**config.mk**
```make
export PLATFORM = sky130hd
export DESIGN_NAME = rf_wb_sched_flat
export DESIGN_NICKNAME = d
export VERILOG_FILES = /design/src/rtl/rf_wb_sched_if.sv /design/src/rtl/rf_wb_sched.sv /design/src/flat_wrapper.sv
export SDC_FILE = /design/constraint.sdc
export NUM_CORES = 1
export LEC_CHECK = 0
export CAP_MARGIN = 20
export CORE_UTILIZATION = 51
export CTS_BUF_LIST = sky130_fd_sc_hd__clkbuf_4 sky130_fd_sc_hd__clkbuf_8
export DETAILED_ROUTE_END_ITERATION = 10
export PLACE_DENSITY = 0.88
export RECOVER_POWER = 50
export SLEW_MARGIN = 20
export SYNTH_ARGS = -nofsm -noshare
export SYNTH_HDL_FRONTEND = slang
export SYNTH_SLANG_ARGS = --single-unit
```
**constraint.sdc**
```tcl
create_clock -name clk -period 4.8 [get_ports clk]
set_clock_uncertainty 0.1 [all_clocks]
set_input_delay 0.96 -clock clk [delete_from_list [all_inputs] [get_ports clk]]
set_output_delay 0.96 -clock clk [all_outputs]
set_load 0.005 [all_outputs]
```
**src/rtl/rf_wb_sched_if.sv**
```systemverilog
// rf_wb_sched_if: issue, write-back, hazard-query and register-bank signals of the write-back scheduler
interface rf_wb_sched_if #(
    parameter int DATA_W = 16,
    parameter int ADDR_W = 5
);
    logic              iss_valid;
    logic [ADDR_W-1:0] iss_rd;
    logic              iss_ready;
    logic              alu_valid;
    logic [ADDR_W-1:0] alu_rd;
    logic [DATA_W-1:0] alu_wd;
    logic              alu_ready;
    logic              mem_valid;
    logic [ADDR_W-1:0] mem_rd;
    logic [DATA_W-1:0] mem_wd;
    logic              mem_ready;
    logic [ADDR_W-1:0] qa;
    logic [ADDR_W-1:0] qb;
    logic              qa_busy;
    logic              qb_busy;
    logic              rf_we;
    logic [ADDR_W-1:0] rf_rd;
    logic [DATA_W-1:0] rf_wd;
    logic [15:0]       commit_cnt;

    modport master (
        output iss_valid, iss_rd, alu_valid, alu_rd, alu_wd, mem_valid, mem_rd, mem_wd, qa, qb,
        input  iss_ready, alu_ready, mem_ready, qa_busy, qb_busy, rf_we, rf_rd, rf_wd, commit_cnt
    );
    modport slave (
        input  iss_valid, iss_rd, alu_valid, alu_rd, alu_wd, mem_valid, mem_rd, mem_wd, qa, qb,
        output iss_ready, alu_ready, mem_ready, qa_busy, qb_busy, rf_we, rf_rd, rf_wd, commit_cnt
    );
endinterface

```
**src/rtl/rf_wb_sched.sv**
```systemverilog
// rf_wb_sched: round-robin ALU/load write-back arbiter with destination scoreboard and hazard queries.
// Optional ZERO_REG_EN makes register 0 hardwired zero (never written, never busy).
module rf_wb_sched #(
    parameter int DATA_W = 16,
    parameter int ADDR_W = 5,
    parameter int NREGS  = 16
) (
    input logic clk,
    input logic rst,
    rf_wb_sched_if.slave bus
);
`ifdef ZERO_REG_EN
    localparam bit ZR = 1'b1;
`else
    localparam bit ZR = 1'b0;
`endif
    localparam int IW = $clog2(NREGS);

    logic              ptr;
    logic [NREGS-1:0]  busy, busy_n;
    logic              alu_g, mem_g, g, we_n;
    logic [ADDR_W-1:0] g_rd;
    logic [DATA_W-1:0] g_wd;
    logic              rf_we;
    logic [ADDR_W-1:0] rf_rd;
    logic [DATA_W-1:0] rf_wd;
    logic [15:0]       commit_cnt;

    function automatic logic trk(input logic [ADDR_W-1:0] a);
        return 32'(a) < NREGS && !(ZR && a == '0);
    endfunction

    function automatic logic pend(input logic [NREGS-1:0] b, input logic [ADDR_W-1:0] a, input logic hit);
        return trk(a) && b[a[IW-1:0]] && !hit;
    endfunction

    // ptr=0 prefers the ALU, ptr=1 prefers the load unit
    always_comb begin
        alu_g  = bus.alu_valid && (!bus.mem_valid || !ptr);
        mem_g  = bus.mem_valid && !alu_g;
        g      = alu_g || mem_g;
        g_rd   = alu_g ? bus.alu_rd : bus.mem_rd;
        g_wd   = alu_g ? bus.alu_wd : bus.mem_wd;
        we_n   = g && trk(g_rd);
        busy_n = busy;
        if (we_n) busy_n[g_rd[IW-1:0]] = 1'b0;
        if (bus.iss_valid && bus.iss_ready && trk(bus.iss_rd)) busy_n[bus.iss_rd[IW-1:0]] = 1'b1;
    end

    assign bus.alu_ready  = alu_g;
    assign bus.mem_ready  = mem_g;
    assign bus.iss_ready  = !pend(busy, bus.iss_rd, g && g_rd == bus.iss_rd);
    assign bus.qa_busy    = pend(busy, bus.qa, g && g_rd == bus.qa);
    assign bus.qb_busy    = pend(busy, bus.qb, g && g_rd == bus.qb);
    assign bus.rf_we      = rf_we;
    assign bus.rf_rd      = rf_rd;
    assign bus.rf_wd      = rf_wd;
    assign bus.commit_cnt = commit_cnt;

    always_ff @(posedge clk) begin
        if (rst) begin
            ptr        <= 1'b0;
            busy       <= '0;
            rf_we      <= 1'b0;
            rf_rd      <= '0;
            rf_wd      <= '0;
            commit_cnt <= '0;
        end else begin
            if (g) begin
                ptr   <= alu_g;
                rf_rd <= g_rd;
                rf_wd <= g_wd;
            end
            busy       <= busy_n;
            rf_we      <= we_n;
            commit_cnt <= commit_cnt + 16'(we_n);
        end
    end
endmodule

```
**src/flat_wrapper.sv**
```systemverilog
// flat-port wrapper written by rule: the top's interface ports become plain ports
module rf_wb_sched_flat 
#(
    parameter int DATA_W = 16,
    parameter int ADDR_W = 5,
    parameter int NREGS  = 16
)
  (clk, rst, bus_iss_valid, bus_iss_rd, bus_alu_valid, bus_alu_rd, bus_alu_wd, bus_mem_valid, bus_mem_rd, bus_mem_wd, bus_qa, bus_qb, bus_iss_ready, bus_alu_ready, bus_mem_ready, bus_qa_busy, bus_qb_busy, bus_rf_we, bus_rf_rd, bus_rf_wd, bus_commit_cnt);
  rf_wb_sched_if #(.DATA_W(DATA_W), .ADDR_W(ADDR_W)) bus_i ();
  input logic clk;
  input logic rst;
  input wire logic [$bits(bus_i.iss_valid)-1:0] bus_iss_valid;
  input wire logic [$bits(bus_i.iss_rd)-1:0] bus_iss_rd;
  input wire logic [$bits(bus_i.alu_valid)-1:0] bus_alu_valid;
  input wire logic [$bits(bus_i.alu_rd)-1:0] bus_alu_rd;
  input wire logic [$bits(bus_i.alu_wd)-1:0] bus_alu_wd;
  input wire logic [$bits(bus_i.mem_valid)-1:0] bus_mem_valid;
  input wire logic [$bits(bus_i.mem_rd)-1:0] bus_mem_rd;
  input wire logic [$bits(bus_i.mem_wd)-1:0] bus_mem_wd;
  input wire logic [$bits(bus_i.qa)-1:0] bus_qa;
  input wire logic [$bits(bus_i.qb)-1:0] bus_qb;
  output wire logic [$bits(bus_i.iss_ready)-1:0] bus_iss_ready;
  output wire logic [$bits(bus_i.alu_ready)-1:0] bus_alu_ready;
  output wire logic [$bits(bus_i.mem_ready)-1:0] bus_mem_ready;
  output wire logic [$bits(bus_i.qa_busy)-1:0] bus_qa_busy;
  output wire logic [$bits(bus_i.qb_busy)-1:0] bus_qb_busy;
  output wire logic [$bits(bus_i.rf_we)-1:0] bus_rf_we;
  output wire logic [$bits(bus_i.rf_rd)-1:0] bus_rf_rd;
  output wire logic [$bits(bus_i.rf_wd)-1:0] bus_rf_wd;
  output wire logic [$bits(bus_i.commit_cnt)-1:0] bus_commit_cnt;
  assign bus_i.iss_valid = bus_iss_valid;
  assign bus_i.iss_rd = bus_iss_rd;
  assign bus_i.alu_valid = bus_alu_valid;
  assign bus_i.alu_rd = bus_alu_rd;
  assign bus_i.alu_wd = bus_alu_wd;
  assign bus_i.mem_valid = bus_mem_valid;
  assign bus_i.mem_rd = bus_mem_rd;
  assign bus_i.mem_wd = bus_mem_wd;
  assign bus_i.qa = bus_qa;
  assign bus_i.qb = bus_qb;
  assign bus_iss_ready = bus_i.iss_ready;
  assign bus_alu_ready = bus_i.alu_ready;
  assign bus_mem_ready = bus_i.mem_ready;
  assign bus_qa_busy = bus_i.qa_busy;
  assign bus_qb_busy = bus_i.qb_busy;
  assign bus_rf_we = bus_i.rf_we;
  assign bus_rf_rd = bus_i.rf_rd;
  assign bus_rf_wd = bus_i.rf_wd;
  assign bus_commit_cnt = bus_i.commit_cnt;
  rf_wb_sched #(.DATA_W(DATA_W), .ADDR_W(ADDR_W), .NREGS(NREGS)) u_core (.clk(clk), .rst(rst), .bus(bus_i));
endmodule
```
=== Word-level counts from Yosys, hierarchy flattened ===
Cells that the tools add are included.
Widths: inputs -> output; s select.

* Add/subtract/negate cells: 1
* Order comparisons: 10
* Equality and inequality tests: 3
* Mux-type cells: 14
* Bitwise logic cells: 3
* Reductions and logical operators: 25

{| class="wikitable"
|+ Operator list
! cell !! count
|-
| $mux 16 || 3
|-
| $lt 4x5->1 const B || 4
|-
| $lt 5x5->1 const B || 4
|-
| $add 16x1->16 || 1
|-
| $and 16x16->16 || 1
|-
| $logic_and 1x1->1 || 16
|-
| $not 16->16 || 1
|-
| $or 16x16->16 || 1
|-
| $eq 5x5->1 || 3
|-
| $bmux 1 s4 || 3
|-
| $demux 1 s4 || 2
|-
| $ge 4x1->1 const B || 2
|-
| $logic_not 1->1 || 7
|-
| $mux 1 || 5
|-
| $mux 5 || 1
|-
| $logic_or 1x1->1 || 2
|}

* Register bits after elaboration: 55
* Bits of input ports: 62

=== Logic depth before layout (Yosys ltp) ===
Gate-level depths: netlist of run 1.

* Depth after elaboration: 13
* Gate-level depth with buffers: 12

=== Worst setup path after synthesis of run 1 ===
No wires, ideal clock.

* Path type: input port to output port
* From: input bus_mem_valid
* To: output bus_iss_ready
* Arrival time: 2.411 ns
* Path slack: 1.329 ns
* Cell stages on the path: 8
* Buffers on the path: 2
* Cells stage by stage: buf_6 -> a21bo_1 -> buf_6 -> inv_4 -> mux2_2 -> a211oi_2 -> a41oi_2 -> nand2b_1

* Longest elaborated chain between the ends: 10
* Elaborated cells between the ends (all ways): 12
* Those cells by class: eq/ne (1); mux (1); reduce/logical (10)

{| class="wikitable"
|+ Ends and longest elaborated chain
! element !! RTL line !! source
|-
| start: declaration || flat_wrapper.sv:17 || <nowiki>input wire logic [$bits(bus_i.mem_valid)-1:0] bus_mem_valid;</nowiki>
|-
| $logic_not 1->1 * || rf_wb_sched.sv:39 || <nowiki>alu_g = bus.alu_valid && (!bus.mem_valid || !ptr);</nowiki>
|-
| $logic_or 1x1->1 * || rf_wb_sched.sv:39 ||
|-
| $logic_and 1x1->1 * || rf_wb_sched.sv:39 ||
|-
| named net bus_alu_ready || flat_wrapper.sv:23 || <nowiki>output wire logic [$bits(bus_i.alu_ready)-1:0] bus_alu_ready;</nowiki>
|-
| branches (longest 3 deep; another with $mux 5) || n/a ||
|-
| $logic_and 1x1->1 * || rf_wb_sched.sv:52 || <nowiki>assign bus.iss_ready = !pend(busy, bus.iss_rd, g && g_rd == bus.iss_rd);</nowiki>
|-
| $logic_not 1->1 * || rf_wb_sched.sv:34 || <nowiki>return trk(a) && b[a[IW-1:0]] && !hit;</nowiki>
|-
| $logic_and 1x1->1 * || rf_wb_sched.sv:34 ||
|-
| $logic_not 1->1 * || rf_wb_sched.sv:52 ||
|-
| end: declaration || flat_wrapper.sv:22 || <nowiki>output wire logic [$bits(bus_i.iss_ready)-1:0] bus_iss_ready;</nowiki>
|}

Mark *: on every way through the listed nets, which the timed path passes.

=== Final worst setup path of run 1 ===
* From: input bus_iss_rd[0]
* To: output bus_iss_ready

* Longest elaborated chain between the ends: 5
* Elaborated cells between the ends (all ways): 9
* Those cells by class: order compare (1); eq/ne (1); mux (2); reduce/logical (5)

{| class="wikitable"
|+ Ends and longest elaborated chain
! element !! RTL line !! source
|-
| start: declaration || flat_wrapper.sv:13 || <nowiki>input wire logic [$bits(bus_i.iss_rd)-1:0] bus_iss_rd;</nowiki>
|-
| $bmux 1 s4 / $eq 5x5->1 (equally long branches) || rf_wb_sched.sv:34, rf_wb_sched.sv:52 ||
|-
| $mux 1 (implied by the code) / $logic_and 1x1->1 (equally long branches) || rf_wb_sched.sv:34, rf_wb_sched.sv:52 ||
|-
| $logic_and 1x1->1 / $logic_not 1->1 (equally long branches) || rf_wb_sched.sv:34 ||
|-
| $logic_and 1x1->1 * || rf_wb_sched.sv:34 ||
|-
| $logic_not 1->1 * || rf_wb_sched.sv:52 ||
|}

Every way passes the cells marked *; elsewhere a longest branch is shown, timed or not. The select of a mux whose other input is x is not followed.

==> flow_summary_export.csv, run 1 <==
group,metric,value,unit
outcome,outcome,"completed",
critical_path,worstPathMaxFanout,9,
clock_tree,numCtsBuffers,5,
final_layout,fraction_of_final_layout_cells_sized_beyond_drive_strength_1,0.09633,
floorplanning,io_pins,105,
clock_tree,cts-resized-gates,0,
global_routing,grt_first_pass_wirelength,14.15,mm
clock_tree,clk_path_buf_depth,2,
clock_tree,clk_latency,310,ps
sta,timing.final.hold_violations,0,
clock_tree,tritoncts,"yes",
pwr,pwr-share-comb,0.200,
pwr,netSwitchingPower,0.0002557,W
sta,max_clock_freq,0.2214,GHz
detailed_routing,antenna_violating_nets_post_route,0,
final_layout,postLayoutCellArea,0.004297,sq mm
clock_tree,clkTransAtPathRegs,100,ps
pwr,clock_power_share,0.340,
detailed_routing,drt_drc_violations_left,0,
clock_tree,clock-root-buffer,"clkbuf_8",
sta,slew_viol_final,0,
critical_path,crit_path_start_kind,"primary input",
pwr,power.ir.vdd_worst,180.4,uV
critical_path,worst-r2r-cell-count,11,
floorplanning,floorplan.initialDensity,0.5442,
yosys,post_synth_main_area_contributors,"dfxtp_1, mux4_2, mux2i_1, nor2_1, a211oi_1",
critical_path,worst-setup-path-type,"primary input to output pin",
floorplanning,core,0.005642,sq mm
pwr,power.sequential.fraction,0.461,
yosys,synth-edff-count,0,
placed_design,buffer_ports.inserted,104,
sta,setup-tns-final,0,ps
placed_design,dp_hpwl,6.301,mm
detailed_routing,via_count,2875,
pwr,power_density,246.2,mW/mm^2
global_routing,globalRouteOverflowTotal,0,
critical_path,timing.critical_path.required,3740,ps
floorplanning,die_w,79.59,microns
critical_path,crit_path_end_kind,"output pin",
yosys,post-synth-top-area-cell,"dfxtp_1",
yosys,synth.ff_latch_count,55,
global_routing,number_of_antenna_violations_at_the_first_check_in_global_routing,0,
floorplanning,std_cell_rows,27,
final_layout,layout.filler_cells,379,
yosys,synthesis.area,0.003070,sq mm
critical_path,critical_path_arrival,3460,ps
detailed_routing,first_iter_violations,197,
yosys,synth-async-reset-ratio,0,
flow_run,maxCapViolations,0,
yosys,yosysMostFrequentCell,"dfxtp_1",
yosys,syn-mean-instance-area,9.138,sq um
final_layout,finish.net_count,499,
final_layout,antenna_cells,0,
detailed_routing,firstDrtPassIters,4,
sta,post-route-min-period,4516,ps
yosys,ys.flop_type,"dfxtp_1",
sta,setup_violation_total_in_the_final_timing_report,0,
clock_tree,cts_post_setup_buffers_inserted,0,
global_routing,grt_pass1_vias,2883,
global_routing,grt_use_total,0.2894,
final_layout,regArea,0.001101,sq mm
final_layout,areaGrowthSynthToFinish,39.93,%
clock_tree,h-tree-depth,2,
yosys,synthDominantCellAreaShare,0.3586,
placed_design,placed_cells_incl_taps,500,
yosys,ys_warn_count,0,
hold_path,timing.hold.worst_path_depth,2,
pwr,cellLeakagePower,1.646,nW
pwr,power.share.switching,0.2417,
global_routing,largest_net_degree_at_the_start_of_global_routing,60,
yosys,gate_count_of_the_mapped_netlist,336,
detailed_routing,route.detailed.wl_per_inst,16.80,microns
placed_design,final_gp_congestion,0.9189,
floorplanning,die-height,79.59,microns
final_layout,post_layout_nonfiller_instances,508,
yosys,synth_fp_nets,400,
clock_tree,cts.sinks,55,
floorplanning,fp.dieArea,0.006335,sq mm
sta,setup_repair_after_global_routing_missed_its_margin,"false",
final_layout,footprint_of_the_multi_input_gates,0.001844,sq mm
placed_design,placedInstanceArea,0.004164,sq mm
yosys,synth-seq-area-share,0.3586,
detailed_routing,detailed_route_wire_length,8.536,mm
clock_tree,hold_fix_buffers_at_cts,0,
yosys,synth_cell_type_count,39,
yosys,ys_top_cells_by_count,"dfxtp_1, nor2_1, nand2_1",
detailed_routing,via_per_inst,5.659,
sta,worst_slew_margin,0.2627,
hold_path,min-delay-path-class,"register to register",
pwr,intPower,0.0008022,W
sta,worst_slew_pin_slew,1106,ps
sta,timing.final.crit_share,0.9409,
## critical path, stage by stage
cell and delay [ps]:
clkdlybuf4s50_1 730, mux4_2 560, mux4_2 480, clkinv_1 70, a41oi_2 40, nand2b_1 110
clkdlybuf4s50_1 500
## worst paths after layout
check        slack, ps                start                         to
max                280        bus_iss_rd[0]              bus_iss_ready
min reg2reg        410  u_core.bus.rf_rd[1]        u_core.bus.rf_rd[1]
min                410  u_core.bus.rf_rd[1]        u_core.bus.rf_rd[1]
max reg2reg       1920           u_core.ptr  u_core.bus.commit_cnt[14]
## layout make-up
type | count | area share
multi-input combinational | 253 | 0.4292
inverter | 8 | 0.007571
timing repair buffer | 112 | 0.2542
tap | 72 | 0.02097
sequential | 55 | 0.2563
clock inverter | 3 | 0.01573
clock buffer | 5 | 0.01602
## flip-flops by register name, summed over array words and instances (netlist names)
name,flops
u_core.bus.commit_cnt,16
u_core.bus.rf_wd,16
u_core.busy,16
u_core.bus.rf_rd,5
u_core.bus.rf_we,1
u_core.ptr,1
## layout by cell type (no fill, tap or decap), types with 3 or more instances in the layout
cell,n
nand3_1,10
o21ai_1,10
xor2_1,8
a21oi_1,5
mux2_2,3
inv_1,6
dfxtp_1,55
nor2b_1,21
o21ai_0,22
mux2i_1,20
nand2_1,23
nor2_1,41
clkbuf_8,5
xnor2_1,14
mux4_2,15
buf_4,7
nand2b_1,10
or2_2,3
a211oi_1,20
clkdlybuf4s50_1,64
dlygate4sd3_1,39
nor3_1,7
## logic make-up after synthesis
logic type / after synthesis / share of synthesized area
adders and majority gates: 2 / 0.008149
AOI/OAI and AO/OA: 65 / 0.1369
DFF: 55 / 0.3586
muxes: 39 / 0.1936
buffers and inverters: 28 / 0.04075
xor gates and xnor gates: 22 / 0.06276
and+or+nand+nor: 125 / 0.1993
## metrics by stage
step	total power [W]	util	hold slack, ps	worst slack (ps)
CTS	0.001071	0.7623	409.7	296.5
global placement	0.0007079	0.7381	393.6	327.0
floorplan	0.0005966	-	381.7	1329
global route	0.001102	0.7616	446.8	205.4
detailed placement	0.0007131	0.7381	395.2	308.8
finish	0.001058	0.7616	405.5	283.6
## layer usage
layer | global-route usage | share of wire
met5 | 0 | 0
met4 | 0.1127 | 0.034
met3 | 0.04686 | 0.054
met2 | 0.5034 | 0.50
met1 | 0.3551 | 0.41
## power groups by stage
stage | Combinational [W] | Sequential [W] | Clock (W)
global placement | 0.000211 | 0.000497 | 0
global route | 0.000229 | 0.000490 | 0.000383
detailed placement | 0.000215 | 0.000498 | 0
CTS | 0.000218 | 0.000488 | 0.000366
floorplan | 0.0000990 | 0.000498 | 0
finish | 0.000211 | 0.000487 | 0.000359
Power figures use the tool's default switching activity.
==> run 2: changes to the inputs <==
--- a/config.mk
+++ b/config.mk
@@ -6,10 +6,9 @@
 export NUM_CORES = 1
 export LEC_CHECK = 0
 export CAP_MARGIN = 20
-export CORE_UTILIZATION = 51
+export CORE_UTILIZATION = 35
 export CTS_BUF_LIST = sky130_fd_sc_hd__clkbuf_4 sky130_fd_sc_hd__clkbuf_8
 export DETAILED_ROUTE_END_ITERATION = 10
-export PLACE_DENSITY = 0.88
 export RECOVER_POWER = 50
 export SLEW_MARGIN = 20
 export SYNTH_ARGS = -nofsm -noshare
==> run 2 against run 1 <==
Effect of this change: setup slack lost 130 ps; non-clock buffer count shrank 1; routed wire length is 2.2% higher; clock-buffer cell count is the same; critical path depth up 1; sequential share of layout area about the same; highest routed layer unchanged; die area grew 44%; maximum frequency fell by 2.8%; first-iteration DRC count is 35% lower; sequential power about the same; critical path type unchanged.
==> flow_summary_export.csv, run 2 (same netlist as run 1, synthesis figures left out) <==
group,metric,value,unit
outcome,outcome,"completed",
floorplanning,die-height,95.66,microns
placed_design,final_gp_congestion,0.9032,
sta,post-route-min-period,4645,ps
final_layout,layout.filler_cells,776,
clock_tree,clock-root-buffer,"clkbuf_8",
detailed_routing,detailed_route_wire_length,8.728,mm
final_layout,regArea,0.001101,sq mm
critical_path,timing.critical_path.required,3740,ps
clock_tree,hold_fix_buffers_at_cts,0,
detailed_routing,route.detailed.wl_per_inst,16.16,microns
sta,fin_hold_ws,401.4,ps
critical_path,reg2reg_setup_slack,2020,ps
sta,setup_repair_after_global_routing_missed_its_margin,"false",
clock_tree,clk_latency,320,ps
global_routing,grt_pass1_vias,2736,
floorplanning,floorplan.initialDensity,0.3681,
critical_path,crit_path_end_kind,"output pin",
floorplanning,core,0.008341,sq mm
global_routing,grt_first_pass_wirelength,13.87,mm
floorplanning,io_pins,105,
final_layout,areaGrowthSynthToFinish,40.14,%
critical_path,worstPathMaxFanout,17,
critical_path,startpoint,"bus_mem_valid",
floorplanning,die_w,95.66,microns
sta,setup_violation_total_in_the_final_timing_report,0,
clock_tree,clkTransAtPathRegs,110,ps
final_layout,fraction_of_final_layout_cells_sized_beyond_drive_strength_1,0.09425,
sta,timing.final.hold_violations,0,
hold_path,min-delay-path-class,"register to register",
placed_design,dp_hpwl,6.434,mm
sta,worst_slew_pin_slew,809.0,ps
global_routing,largest_net_degree_at_the_start_of_global_routing,60,
pwr,cellLeakagePower,1.608,nW
floorplanning,std_cell_rows,33,
sta,worst_slew_margin,0.4531,
global_routing,number_of_antenna_violations_at_the_first_check_in_global_routing,0,
final_layout,finish.net_count,498,
global_routing,grt_use_total,0.1989,
sta,slew_viol_final,0,
sta,timing.final.crit_share,0.9676,
placed_design,placed_cells_incl_taps,532,
placed_design,buffer_ports.inserted,104,
clock_tree,clk_path_buf_depth,2,
clock_tree,cts-resized-gates,0,
detailed_routing,antenna_violating_nets_post_route,0,
sta,setup-tns-final,0,ps
clock_tree,cts_post_setup_buffers_inserted,0,
pwr,power.ir.vdd_worst,151.1,uV
clock_tree,cts.sinks,55,
pwr,total_power,0.0009738,W
placed_design,preCtsSetupSlack,103.6,ps
hold_path,hold_path.startpoint,"u_core.bus.rf_rd[4]",
pwr,power_density,226.3,mW/mm^2
final_layout,leading_cell_type_in_the_layout_fill_and_taps_excluded,"clkdlybuf4s50_1",
sta,max_clock_freq,0.2153,GHz
critical_path,critical_path_arrival,3580,ps
final_layout,reg.largest.list,"u_core.bus.commit_cnt: 16 flops, u_core.bus.rf_wd: 16 flops, u_core.busy: 16 flops",
clock_tree,tritoncts,"yes",
clock_tree,h-tree-depth,2,
critical_path,regToRegStartpoint,"u_core.ptr",
critical_path,worst-setup-path-type,"primary input to output pin",
floorplanning,fp.dieArea,0.009151,sq mm
detailed_routing,via_count,2781,
final_layout,footprint_of_the_multi_input_gates,0.001856,sq mm
detailed_routing,first_iter_violations,129,
detailed_routing,firstDrtPassIters,4,
flow_run,maxCapViolations,0,
detailed_routing,drt_drc_violations_left,0,
detailed_routing,via_per_inst,5.150,
final_layout,antenna_cells,0,
final_layout,post_layout_nonfiller_instances,540,
global_routing,globalRouteOverflowTotal,0,
final_layout,mostFrequentLayoutCells,"clkdlybuf4s50_1, dfxtp_1, nor2_1",
critical_path,crit_path_start_kind,"primary input",
clock_tree,numCtsBuffers,5,
sta,timing.final.ws_setup,155.5,ps
[run 2: cell count changes in the layout (fill, tap and decap cells not counted), sizes merged]
cell,previous run,this run
clkbuf,6,5
bufinv,2,0
inv,7,9
clkinvlp,1,0
clkinv,1,2
clkdlybuf4s50,64,70
dlygate4sd3,39,33
[run 2: final timing paths]
path                                to  cells past startpoint
min reg2reg        u_core.bus.rf_rd[4]                      2
max                      bus_iss_ready                      8
min                u_core.bus.rf_rd[4]                      2
max reg2reg  u_core.bus.commit_cnt[14]                     11
[run 2: worst max-delay path: stages]
cell and delay, ps:
dlygate4sd3_1 550, a21bo_1 290, inv_4 170, mux2_2 370, a211oi_2 250, a41oi_4 310
nand2b_1 170, clkdlybuf4s50_1 510
[run 2: power by group]
group / switching, W / total [W] / internal (W)
clock: 0.000169 / 0.000275 / 0.000106
sequential: 0.0000102 / 0.000486 / 0.000476
combinational: 0.0000942 / 0.000213 / 0.000119
total: 0.000273 / 0.000974 / 0.000701
[run 2: cell type report]
class | count | area share
Sequential cell | 55 | 0.2559
Timing Repair Buffer | 111 | 0.2536
Inverter | 8 | 0.007560
Clock inverter | 3 | 0.005234
Clock buffer | 5 | 0.01599
Tap cell | 105 | 0.03053
Multi-Input combinational cell | 253 | 0.4312
[run 2: per-stage QoR]
stage | area (sq um) | utilization
final | 4303 | 0.5159
after global routing | 4303 | 0.5159
after CTS | 4289 | 0.5143
after detailed placement | 4198 | 0.5033
after global placement | 4198 | 0.5033
after floorplan | 3070 | -
[run 2: routing by layer]
metal | vias to the layer above | global-route usage | wire length, microns
met1 | 1300 | 0.2579 | 3975
met4 | 0 | 0.04851 | 139
met3 | 11 | 0.04067 | 466
met2 | 86 | 0.3375 | 4147
met5 | - | 0 | 0
li1 | 1384 | - | -
